[src/rtl/req_encode_pkg.sv]
// Shared sizes, FSM state type and popcount helper for the request encoder.
package req_encode_pkg;
  localparam int WIDTH  = 16;
  localparam int CODE_W = 4;
  localparam int CNT_W  = CODE_W + 1;

  typedef enum logic {
    IDLE,
    EMIT
  } state_e;

  function automatic logic [CNT_W-1:0] popcount(input logic [WIDTH-1:0] v);
    logic [CNT_W-1:0] cnt;
    cnt = '0;
    for (int i = 0; i < WIDTH; i++) begin
      if (v[i]) cnt = cnt + CNT_W'(1);
    end
    return cnt;
  endfunction
endpackage

[src/rtl/req_encode16_ffs16.sv]
// Highest-set-bit finder for a 16-bit vector, plus a flag for at most one bit set.
module ffs16
  import req_encode_pkg::*;
(
  input  logic [WIDTH-1:0]  vec,
  output logic [CODE_W-1:0] idx,
  output logic              one_hot_or_zero
);

  always_comb begin
    idx = '0;
    // Ascending scan so the highest set bit overwrites lower ones.
    for (int i = 0; i < WIDTH; i++) begin
      if (vec[i]) idx = CODE_W'(i);
    end
    one_hot_or_zero = ((vec & (vec - WIDTH'(1))) == '0);
  end

endmodule

[src/rtl/req_encode16.sv]
// Sequential encoder: streams the index of every set request bit, highest first,
// one beat per code_valid/code_ready handshake.
module req_encode16
  import req_encode_pkg::*;
(
  input  logic              clk,
  input  logic              rst,
  input  logic              req_valid,
  input  logic [WIDTH-1:0]  req_vec,
  output logic              req_ready,
  output logic              code_valid,
  input  logic              code_ready,
  output logic [CODE_W-1:0] code,
  output logic              code_last,
  output logic [CNT_W-1:0]  nbits,
  output logic              empty_pulse
);

  state_e            state_q, state_d;
  logic [WIDTH-1:0]  pending_q, pending_d;
  logic [CNT_W-1:0]  nbits_q, nbits_d;
  logic              empty_pulse_q, empty_pulse_d;

  logic [CODE_W-1:0] top_idx;
  logic              top_only;

  ffs16 u_ffs (
    .vec             (pending_q),
    .idx             (top_idx),
    .one_hot_or_zero (top_only)
  );

  always_comb begin
    state_d       = state_q;
    pending_d     = pending_q;
    nbits_d       = nbits_q;
    empty_pulse_d = 1'b0;
    case (state_q)
      IDLE: begin
        if (req_valid) begin
          if (req_vec != '0) begin
            pending_d = req_vec;
            nbits_d   = popcount(req_vec);
            state_d   = EMIT;
          end else begin
            nbits_d       = '0;
            empty_pulse_d = 1'b1;
          end
        end
      end
      EMIT: begin
        if (code_ready) begin
          pending_d = pending_q & ~(WIDTH'(1) << top_idx);
          if (top_only) state_d = IDLE;
        end
      end
      default: state_d = IDLE;
    endcase
  end

  always_ff @(posedge clk) begin
    if (rst) begin
      state_q       <= IDLE;
      pending_q     <= '0;
      nbits_q       <= '0;
      empty_pulse_q <= 1'b0;
    end else begin
      state_q       <= state_d;
      pending_q     <= pending_d;
      nbits_q       <= nbits_d;
      empty_pulse_q <= empty_pulse_d;
    end
  end

  // Ready is held low during reset even though the state already reads IDLE.
  assign req_ready   = (state_q == IDLE) && !rst;
  assign code_valid  = (state_q == EMIT);
  assign code        = top_idx;
  assign code_last   = (state_q == EMIT) && top_only;
  assign nbits       = nbits_q;
  assign empty_pulse = empty_pulse_q;

endmodule

[config.mk]
export PLATFORM = sky130hd
export DESIGN_NAME = req_encode16
export DESIGN_NICKNAME = d
export VERILOG_FILES = /design/src/rtl/req_encode_pkg.sv /design/src/rtl/req_encode16_ffs16.sv /design/src/rtl/req_encode16.sv
export SDC_FILE = /design/constraint.sdc
export NUM_CORES = 1
export LEC_CHECK = 0
export ABC_CLOCK_PERIOD_IN_PS = 14590
export CORE_MARGIN = 5
export CORE_UTILIZATION = 45
export CTS_CLUSTER_DIAMETER = 150
export CTS_CLUSTER_SIZE = 30
export DETAILED_ROUTE_END_ITERATION = 7
export GPL_ROUTABILITY_DRIVEN = 0
export PLACE_DENSITY = 0.67
export SLEW_MARGIN = 40
export SYNTH_ARGS = -nofsm -noshare
export SYNTH_HDL_FRONTEND = slang
export SYNTH_SLANG_ARGS = --single-unit
export TNS_END_PERCENT = 20
[constraint.sdc]
create_clock -name clk -period 14.59 [get_ports clk]
set_clock_uncertainty 0.05 [all_clocks]
set_input_delay 2.918 -clock clk [delete_from_list [all_inputs] [get_ports clk]]
set_output_delay 2.918 -clock clk [all_outputs]
set_load 0.02 [all_outputs]
==> results of run 1 <==
[final cells by class]
cell class | count | area (sq um) | share of cell area
multi-input cells | 365 | 2470 | 0.709
flip-flops and latches | 23 | 460 | 0.132
repair buffers | 33 | 328 | 0.0942
well taps | 80 | 100 | 0.0288
inverters | 21 | 78.8 | 0.0226
clock buffers | 3 | 41.3 | 0.0119
clock inverters | 1 | 5.00 | 0.00144
[registers in the layout, indices dropped and copies added (netlist names)]
| signal | cells |
|---|---|
| pending_q | 16 |
| nbits | 5 |
| code_valid | 1 |
| empty_pulse | 1 |
[report_power, final]
part	leakage, nW	switching, mW	internal (mW)	total [mW]
Combinational	1.15	0.260	0.206	0.466
Clock	0.0255	0.0206	0.0190	0.0397
Sequential	0.189	0.00829	0.0714	0.0797
Total	1.37	0.289	0.297	0.585
[cells in the final DEF (no fill, tap or decap), types with 16 or more instances in the layout]
master and count:
sky130_fd_sc_hd__inv_1 18, sky130_fd_sc_hd__nor2_1 45, sky130_fd_sc_hd__xor2_1 19, sky130_fd_sc_hd__o21ai_0 21
sky130_fd_sc_hd__nand2_1 54, sky130_fd_sc_hd__xnor2_1 27, sky130_fd_sc_hd__dfxtp_1 23, sky130_fd_sc_hd__ha_1 16
sky130_fd_sc_hd__clkdlybuf4s50_1 32, sky130_fd_sc_hd__a21oi_1 40
[through the flow]
stage | power, mW | utilization | hold WS (ps) | std cells | setup slack (ps)
3_5_place_dp | 0.545 | 0.507 | 404 | 522 | 3700
5_1_grt | 0.649 | 0.515 | 442 | 526 | 3190
2_1_floorplan | 0.455 | - | 437 | 432 | 4980
3_3_place_gp | 0.534 | 0.507 | 400 | 522 | 3950
6_report | 0.585 | 0.515 | 409 | 526 | 3920
4_1_cts | 0.585 | 0.514 | 414 | 526 | 3950
[metal layers]
metal  share of wire  up-vias
met5               0        -
met4          0.0043        0
met3           0.036        2
met2            0.47       72
met1            0.49     1446
li1                -     1566
[worst max-delay path, delay by kind of cell]
kind	cells	cell delay [ps]
muxes	2	550
and+or+nand+nor	9	1120
AOI/OAI and AO/OA	13	2210
adders and majority gates	8	2360
buffers and inverters	2	610
xor gates and xnor gates	6	990
[cells by family after synthesis]
group           synth area share
flops                      0.149
simple gates               0.256
buf+inv                   0.0577
fa+ha+maj                 0.0678
xor+xnor                   0.201
mux                       0.0359
compound gates             0.232
[worst max path at each step]
| stage | startpoint | to | slack, ps | cells after the start |
|---|---|---|---|---|
| floorplan | req_vec[0] | nbits[4]$_SDFFE_PP0P_ | 4980 | 40 |
| global placement | req_vec[0] | nbits[4]$_SDFFE_PP0P_ | 3950 | 40 |
| detailed placement | req_vec[0] | nbits[4]$_SDFFE_PP0P_ | 3700 | 40 |
| CTS | req_vec[0] | nbits[4]$_SDFFE_PP0P_ | 3950 | 40 |
| global route | req_vec[0] | nbits[4]$_SDFFE_PP0P_ | 3190 | 42 |
| finish | req_vec[0] | nbits[4]$_SDFFE_PP0P_ | 3920 | 40 |
==> results.sh, run 1 <==
export IMPL_status="finished clean"
export IMPL_synth_top_cells_by_count="sky130_fd_sc_hd__nand2_1 (54), sky130_fd_sc_hd__nor2_1 (45), sky130_fd_sc_hd__a21oi_1 (40)"
export IMPL_clk_latency_ps=260
export IMPL_final_nets=483
export IMPL_main_area_contributors_after_synthesis="sky130_fd_sc_hd__dfxtp_1 (15%), sky130_fd_sc_hd__xnor2_1 (7.6%), sky130_fd_sc_hd__nand2_1 (6.5%)"
export IMPL_rr_endpoint="pending_q[7]$_SDFFE_PP0P_"
export IMPL_postCtsResizedCells=0
export IMPL_path_max_fanout=9
export IMPL_worst_r2r_setup_slack_ps=11930
export IMPL_grt_setup_unrepaired="false"
export IMPL_met2_use_gr=0.298
export IMPL_post_route_drc_count=0
export IMPL_path_clk_slew_ps=80
export IMPL_root_buffer="sky130_fd_sc_hd__clkbuf_8"
export IMPL_ctsHtreeMaxLevel=1
export IMPL_antenna_cells_inserted=0
export IMPL_avgViaCountPerCell=5.87
export IMPL_powerDensity_nw_per_um2=168
export IMPL_placement_rows=30
export IMPL_required_ps=14690
export IMPL_synth_area_per_cell_sq_um=7.18
export IMPL_period_share=0.732
export IMPL_final_antenna_net_count=0
export IMPL_grt_pass1_vias=2797
export IMPL_design_core_area_sq_um=6760
export IMPL_synth_seq_cells=23
export IMPL_finalSetupViolations=0
export IMPL_ratio_of_cells_with_drive_above_1_in_the_final_layout=0.0471
export IMPL_synthToLayoutAreaGrowth_pct=12.3
export IMPL_synth_most_common_cell="sky130_fd_sc_hd__nand2_1"
export IMPL_final_count_of_hold_timing_violations=0
export IMPL_max_freq_ghz=0.0937
export IMPL_cell_area_reported_after_detailed_placement_sq_um=3430
export IMPL_routed_via_count=3086
export IMPL_worst_hold_path_ep="nbits[1]$_SDFFE_PP0P_"
export IMPL_worst_r2r_path_depth=5
export IMPL_grt_use_total=0.176
export IMPL_synth_area_leader_cell="sky130_fd_sc_hd__dfxtp_1"
export IMPL_total_leakage_power_nw=1.37
export IMPL_timing_hold_worst_start="nbits[1]$_SDFFE_PP0P_"
export IMPL_drt_initial_drc_count=176
export IMPL_detailedRoute_firstPassIterationCount=5
export IMPL_post_layout_min_period_ps=10670
export IMPL_numPortBuffers=32
export IMPL_grt_util_met3=0.00644
export IMPL_globalRouteOverflowTotal=0
export IMPL_maxCapViolCount=0
export IMPL_max_stage_delay_ps=530
export IMPL_cts_tree="done"
export IMPL_start_kind="primary input"
export IMPL_grt_busiest_layer="met2"
export IMPL_final_max_slew_viol_count=0
export IMPL_grt_max_degree=26
export IMPL_async_reset_ff_frac=0
export IMPL_die_footprint_sq_um=8650
export IMPL_synth_fp_nets=468
export IMPL_critPathKind="in -> reg"
export IMPL_hold_path_depth=2
export IMPL_totalWireLength_um=7690
export IMPL_numCtsBuffers=3
export IMPL_r2r_start="code_valid$_SDFF_PP0_"
export IMPL_setup_tns_final_ps=0
export IMPL_synth_edf_count=0
export IMPL_cts_sinks=23
export IMPL_end_kind="register"
export IMPL_yosys_area_top_type_share=0.149
export IMPL_io_pin_count=33
export IMPL_cts_hold_buffers_added=0
export IMPL_ys_flop_type="sky130_fd_sc_hd__dfxtp_1"
export IMPL_clock_tree_buffer_depth=2
export IMPL_fillerInstances=667
export IMPL_die_h_um=93.0
export IMPL_netlist_instances=432
export IMPL_hpwlAfterDp_um=6070
export IMPL_slew_limit_headroom=0.528
export IMPL_critical_path_arrival_ps=10770
export IMPL_netlist_cell_type_count=67
export IMPL_crit_top_cell="sky130_fd_sc_hd__ha_1"
export IMPL_avgRoutedWirePerCell_um=14.6
export IMPL_worst_slew_pin_slew_ps=706
export IMPL_stdcell_area_sq_um=3480
export IMPL_peakVddDrop_uv=112
export IMPL_worstHoldPathType="reg -> reg"
export IMPL_synth_sequential_area_ratio=0.149
export IMPL_die_width_um=93.0
export IMPL_initial_core_utilization=0.459
export IMPL_cts_repair_timing_setup_buffer_count=0
export IMPL_post_synth_instance_area_sq_um=3100
export IMPL_synth_yosys_warnings=0
export IMPL_grt_antenna_before_repair=0
export IMPL_grt_util_met1=0.254
export IMPL_critical_path_slowest_cell="sky130_fd_sc_hd__clkdlybuf4s50_1"
export IMPL_global_route_wire_length_before_repair_um=13000
Power figures use the tool's default switching activity.
==> run 2: changes to the inputs <==
--- a/config.mk
+++ b/config.mk
@@ -5,14 +5,14 @@
 export SDC_FILE = /design/constraint.sdc
 export NUM_CORES = 1
 export LEC_CHECK = 0
-export ABC_CLOCK_PERIOD_IN_PS = 14590
+export ABC_CLOCK_PERIOD_IN_PS = 9680
 export CORE_MARGIN = 5
 export CORE_UTILIZATION = 45
 export CTS_CLUSTER_DIAMETER = 150
 export CTS_CLUSTER_SIZE = 30
 export DETAILED_ROUTE_END_ITERATION = 7
 export GPL_ROUTABILITY_DRIVEN = 0
-export PLACE_DENSITY = 0.67
+export PLACE_DENSITY = 0.69
 export SLEW_MARGIN = 40
 export SYNTH_ARGS = -nofsm -noshare
 export SYNTH_HDL_FRONTEND = slang
==> constraint.sdc (replaced) <==
create_clock -name clk -period 9.68 [get_ports clk]
set_clock_uncertainty 0.05 [all_clocks]
set_input_delay 1.936 -clock clk [delete_from_list [all_inputs] [get_ports clk]]
set_output_delay 1.936 -clock clk [all_outputs]
set_load 0.02 [all_outputs]
==> run 2 against run 1 <==
  * Sequential share of layout area shrank 0.37 points
  * Largest power group unchanged
  * Combinational power grew 55%
  * Register-to-register slack lost 4600 ps
  * Utilization grew 1.5 points
  * Flip-flop and latch count is the same
  * First-iteration DRC count grew 37%
  * Sequential power grew 51%
  * Cell count grew 1.5%
  * Clock power grew 52%
  * Die area is the same
  * Wire length grew 0.73%
==> results.sh, run 2 (synthesis gave the netlist of run 1 again) <==
export IMPL_crit_top_cell="sky130_fd_sc_hd__ha_1"
export IMPL_root_buffer="sky130_fd_sc_hd__clkbuf_8"
export IMPL_ratio_of_cells_with_drive_above_1_in_the_final_layout=0.0771
export IMPL_io_pin_count=33
export IMPL_path_clk_slew_ps=80
export IMPL_rr_endpoint="pending_q[8]$_SDFFE_PP0P_"
export IMPL_slew_limit_headroom=0.496
export IMPL_number_of_flip_flops_under_the_largest_register_name=16
export IMPL_period_share=0.917
export IMPL_cts_hold_buffers_added=0
export IMPL_ctsHtreeMaxLevel=1
export IMPL_max_freq_ghz=0.113
export IMPL_max_stage_delay_ps=390
export IMPL_r2r_start="pending_q[3]$_SDFFE_PP0P_"
export IMPL_cts_tree="done"
export IMPL_power_frac_seq=0.134
export IMPL_fillerInstances=654
export IMPL_p_clk_frac=0.067
export IMPL_die_footprint_sq_um=8650
export IMPL_pwr_share_comb=0.799
export IMPL_grt_use_total=0.176
export IMPL_ff_latch_area_sq_um=460
export IMPL_grt_antenna_before_repair=0
export IMPL_design_power_total_mw=0.900
export IMPL_initial_core_utilization=0.459
export IMPL_numCtsBuffers=3
export IMPL_timing_hold_worst_start="nbits[1]$_SDFFE_PP0P_"
export IMPL_cts_sinks=23
export IMPL_final_common_cell="sky130_fd_sc_hd__nand2_1"
export IMPL_routed_via_count=3084
export IMPL_detailedRoute_firstPassIterationCount=5
export IMPL_hold_path_depth=2
export IMPL_clock_tree_buffer_depth=2
export IMPL_setup_tns_final_ps=0
export IMPL_peakVddDrop_uv=175
export IMPL_globalRouteOverflowTotal=0
export IMPL_critical_path_slowest_cell="sky130_fd_sc_hd__or3_1"
export IMPL_critical_path_arrival_ps=9040
export IMPL_start_kind="primary input"
export IMPL_total_leakage_power_nw=1.45
export IMPL_worstHoldPathType="reg -> reg"
export IMPL_hpwlAfterDp_um=6060
export IMPL_grt_setup_unrepaired="false"
export IMPL_global_route_wire_length_before_repair_um=12900
export IMPL_worst_slew_pin_slew_ps=749
export IMPL_design_core_area_sq_um=6760
export IMPL_grt_pass1_vias=2727
export IMPL_die_h_um=93.0
export IMPL_power_switching_fraction=0.489
export IMPL_end_kind="register"
export IMPL_totalWireLength_um=7740
export IMPL_antenna_cells_inserted=0
export IMPL_avgRoutedWirePerCell_um=14.5
export IMPL_numPortBuffers=32
export IMPL_path_max_fanout=4
export IMPL_post_layout_min_period_ps=8880
export IMPL_most_flops_register="pending_q"
export IMPL_maxCapViolCount=0
export IMPL_synthToLayoutAreaGrowth_pct=15.5
export IMPL_worst_r2r_path_depth=10
export IMPL_placement_rows=30
export IMPL_powerDensity_nw_per_um2=251
export IMPL_post_route_drc_count=0
export IMPL_multi_input_area_sq_um=2500
export IMPL_status="finished clean"
export IMPL_final_nets=491
export IMPL_mostFrequentLayoutCells="sky130_fd_sc_hd__nand2_1 (54), sky130_fd_sc_hd__nor2_1 (45), sky130_fd_sc_hd__a21oi_1 (38)"
export IMPL_required_ps=9840
export IMPL_final_antenna_net_count=0
export IMPL_final_max_slew_viol_count=0
export IMPL_worst_hold_path_ep="nbits[1]$_SDFFE_PP0P_"
export IMPL_worst_r2r_setup_slack_ps=7280
export IMPL_grt_max_degree=26
export IMPL_final_count_of_hold_timing_violations=0
export IMPL_power_switching_mw=0.441
export IMPL_finalSetupViolations=0
export IMPL_critPathKind="in -> reg"
export IMPL_avgViaCountPerCell=5.78
export IMPL_intPower_mw=0.460
export IMPL_clk_latency_ps=260
export IMPL_timing_critical_path_from="req_vec[0]"
export IMPL_die_width_um=93.0
export IMPL_drt_initial_drc_count=241
[run 2: changes by cell type in the layout (fill, tap and decap cells not counted), sizes merged]
| cell | delta |
|---|---|
| dlymetal6s2s | +3 |
| clkdlybuf4s50 | -3 |
| buf | +8 |
[run 2: what timing repair did]
item                                    in CTS  in global routing
endpoints found under the setup margin       0                  3
endpoints found under the hold margin        0                  0
resized for setup                            0                 11
setup buffers                                0                  3
[run 2: worst max-delay path: cells and delay by family]
kind / cells / cell delay (ps)
compound gates: 14 / 1890
xor+xnor: 6 / 990
fa+ha+maj: 8 / 2190
buf+inv: 2 / 230
mux: 2 / 420
simple gates: 11 / 1370
[run 2: per-stage QoR]
step	instances	hold slack [ps]	util	area (sq um)	setup WS, ps
final	534	417	0.530	3580	800
after global placement	527	398	0.513	3470	249
after floorplan	432	437	-	3100	1050
after global routing	534	453	0.530	3580	223
after CTS	531	418	0.520	3510	211
after detailed placement	527	405	0.513	3470	-44.4
[run 2: final cells by class]
type | instances | area share
multi-input combinational | 365 | 0.698
sequential | 23 | 0.129
timing repair buffer | 41 | 0.110
tap | 80 | 0.0280
inverter | 21 | 0.0220
clock buffer | 3 | 0.0115
clock inverter | 1 | 0.00140
[run 2: worst max-delay path by stage]
| stage | to | slack, ps | cells past startpoint |
|---|---|---|---|
| after floorplan | nbits[4]$_SDFFE_PP0P_ | 1050 | 40 |
| after global placement | nbits[4]$_SDFFE_PP0P_ | 250 | 40 |
| after detailed placement | nbits[4]$_SDFFE_PP0P_ | -40 | 40 |
| after CTS | nbits[4]$_SDFFE_PP0P_ | 210 | 40 |
| after global routing | nbits[4]$_SDFFE_PP0P_ | 220 | 43 |
| final | nbits[4]$_SDFFE_PP0P_ | 800 | 43 |
[run 2: layer usage]
layer  wire [um]  GRT usage
met1        3770      0.247
met2        3680      0.296
met3         239     0.0105
met4          53     0.0415
met5           0          0
[run 2: power groups by stage]
| stage | Clock (mW) | Sequential (mW) | Combinational [mW] |
|---|---|---|---|
| 5_1_grt | 0.0652 | 0.122 | 0.797 |
| 3_5_place_dp | 0 | 0.122 | 0.696 |
| 4_1_cts | 0.0612 | 0.120 | 0.698 |
| 6_report | 0.0602 | 0.120 | 0.720 |
| 3_3_place_gp | 0 | 0.122 | 0.687 |
| 2_1_floorplan | 0 | 0.129 | 0.557 |
==> run 3: changes to the inputs <==
--- a/config.mk
+++ b/config.mk
@@ -12,8 +12,10 @@
 export CTS_CLUSTER_SIZE = 30
 export DETAILED_ROUTE_END_ITERATION = 7
 export GPL_ROUTABILITY_DRIVEN = 0
+export GPL_TIMING_DRIVEN = 0
 export PLACE_DENSITY = 0.69
-export SLEW_MARGIN = 40
+export SKIP_CTS_REPAIR_TIMING = 1
+export SLEW_MARGIN = 20
 export SYNTH_ARGS = -nofsm -noshare
 export SYNTH_HDL_FRONTEND = slang
 export SYNTH_SLANG_ARGS = --single-unit
==> run 3 against run 2 <==
  * Sequential power hardly changed
  * Wire length grew 7.7%
  * Combinational power grew 5.1%
  * Critical path depth fell by 2
  * Utilization shrank 0.11 points
  * Clock power about the same
  * Critical endpoint unchanged
  * Highest routed layer unchanged
  * Via count rose by 5.3%
  * Global-route usage up 1.6 points
  * Design area is 0.21% lower
  * Power is 4.0% higher
  * Register-to-register slack worse by 20 ps
  * First-iteration DRC count is 8.7% higher
==> results.sh, run 3 (synthesis gave the netlist of run 1 again) <==
export IMPL_global_route_wire_length_before_repair_um=14000
export IMPL_final_max_slew_viol_count=0
export IMPL_fillerInstances=651
export IMPL_setup_tns_final_ps=0
export IMPL_numCtsBuffers=3
export IMPL_max_stage_delay_ps=350
export IMPL_post_place_ws_ps=-558
export IMPL_final_count_of_hold_timing_violations=0
export IMPL_powerDensity_nw_per_um2=262
export IMPL_numPortBuffers=22
export IMPL_io_pin_count=33
export IMPL_period_share=0.939
export IMPL_die_footprint_sq_um=8650
export IMPL_grt_setup_unrepaired="false"
export IMPL_mostFrequentLayoutCells="sky130_fd_sc_hd__nand2_1 (53), sky130_fd_sc_hd__nor2_1 (45), sky130_fd_sc_hd__a21oi_1 (38)"
export IMPL_grt_use_total=0.192
export IMPL_post_layout_min_period_ps=9090
export IMPL_number_of_flip_flops_under_the_largest_register_name=16
export IMPL_critical_path_slowest_cell="sky130_fd_sc_hd__ha_1"
export IMPL_initial_core_utilization=0.459
export IMPL_most_flops_register="pending_q"
export IMPL_worst_r2r_path_depth=7
export IMPL_die_width_um=93.0
export IMPL_final_design_utilization=0.529
export IMPL_final_antenna_net_count=0
export IMPL_grt_max_degree=14
export IMPL_placement_rows=30
export IMPL_stdcell_area_sq_um=3570
export IMPL_hpwlAfterDp_um=6410
export IMPL_post_route_drc_count=0
export IMPL_antenna_cells_inserted=0
export IMPL_avgRoutedWirePerCell_um=15.4
export IMPL_ff_latch_area_sq_um=460
export IMPL_slew_limit_headroom=0.481
export IMPL_drt_initial_drc_count=262
export IMPL_end_kind="register"
export IMPL_totalWireLength_um=8340
export IMPL_critical_path_arrival_ps=9190
export IMPL_worst_r2r_setup_slack_ps=7260
export IMPL_avgViaCountPerCell=5.98
export IMPL_grt_antenna_before_repair=0
export IMPL_hold_path_depth=2
export IMPL_final_common_cell="sky130_fd_sc_hd__nand2_1"
export IMPL_ctsHtreeMaxLevel=1
export IMPL_grt_pass1_vias=2974
export IMPL_die_h_um=93.0
export IMPL_cts_sinks=23
export IMPL_start_kind="primary input"
export IMPL_ratio_of_cells_with_drive_above_1_in_the_final_layout=0.0972
export IMPL_rr_endpoint="pending_q[7]$_SDFFE_PP0P_"
export IMPL_worstHoldPathType="reg -> reg"
export IMPL_r2r_start="code_valid$_SDFF_PP0_"
export IMPL_max_freq_ghz=0.110
export IMPL_path_clk_slew_ps=80
export IMPL_multi_input_area_sq_um=2530
export IMPL_setup_slack_ps=592
export IMPL_globalRouteOverflowTotal=0
export IMPL_clk_latency_ps=260
export IMPL_design_core_area_sq_um=6760
export IMPL_cell_area_reported_after_detailed_placement_sq_um=3420
export IMPL_total_leakage_power_nw=1.44
export IMPL_worst_slew_pin_slew_ps=771
export IMPL_timing_hold_worst_start="nbits[1]$_SDFFE_PP0P_"
export IMPL_routed_via_count=3248
export IMPL_cts_tree="done"
export IMPL_critPathKind="in -> reg"
export IMPL_worst_hold_path_ep="nbits[1]$_SDFFE_PP0P_"
export IMPL_maxCapViolCount=0
export IMPL_finalSetupViolations=0
export IMPL_required_ps=9780
export IMPL_detailedRoute_firstPassIterationCount=5
export IMPL_path_max_fanout=9
export IMPL_crit_top_cell="sky130_fd_sc_hd__ha_1"
export IMPL_clock_tree_buffer_depth=2
export IMPL_status="finished clean"
export IMPL_root_buffer="sky130_fd_sc_hd__clkbuf_8"
export IMPL_peakVddDrop_uv=167
export IMPL_final_nets=500
export IMPL_synthToLayoutAreaGrowth_pct=15.3
run 3: report_power, final:
group          total [mW]  switching, mW  internal (mW)  leakage, nW
Clock              0.0602         0.0315         0.0287       0.0255
Combinational       0.757          0.420          0.336         1.23
Sequential          0.119         0.0115          0.108        0.189
Total               0.936          0.463          0.473         1.44
run 3: final cells by class:
type / count / area share
buffer: 23 / 0.0301
timing repair buffer: 27 / 0.0700
clock inverter: 1 / 0.00140
clock buffer: 3 / 0.0116
sequential: 23 / 0.129
tap: 80 / 0.0280
multi-input combinational: 365 / 0.708
inverter: 21 / 0.0221
run 3: metrics by stage:
step	power (mW)	hold WS (ps)	std cells
CTS	0.884	421	538
global placement	0.809	402	534
global route	1.02	445	543
finish	0.936	419	543
detailed placement	0.822	411	534
floorplan	0.686	437	432
run 3: how the worst max path moves through the flow:
stage | startpoint | endpoint | slack [ps] | cells after the start
after global routing | req_vec[0] | nbits[4]$_SDFFE_PP0P_ | 40 | 41
after floorplan | req_vec[0] | nbits[4]$_SDFFE_PP0P_ | 1050 | 40
final | req_vec[0] | nbits[4]$_SDFFE_PP0P_ | 590 | 41
after global placement | req_vec[2] | nbits[4]$_SDFFE_PP0P_ | -340 | 41
after detailed placement | req_vec[2] | nbits[4]$_SDFFE_PP0P_ | -560 | 41
after CTS | req_vec[2] | nbits[4]$_SDFFE_PP0P_ | -290 | 41
run 3: per-layer routing:
| metal | vias up | part of all wire | GRT usage | wire length (um) |
|---|---|---|---|---|
| met4 | 0 | 0.014 | 0.0342 | 119 |
| met1 | 1527 | 0.46 | 0.263 | 3870 |
| met5 | - | 0 | 0 | 0 |
| li1 | 1599 | - | - | - |
| met2 | 112 | 0.47 | 0.334 | 3920 |
| met3 | 10 | 0.052 | 0.0137 | 430 |
run 3: critical path, delay by kind of cell:
| kind | cells | cell delay (ps) |
|---|---|---|
| AO/OA/AOI/OAI | 11 | 1840 |
| buffers and inverters | 4 | 410 |
| XOR/XNOR | 6 | 950 |
| adder cells (fa/ha/maj) | 8 | 2200 |
| multiplexers | 2 | 560 |
| AND/OR/NAND/NOR | 10 | 1290 |
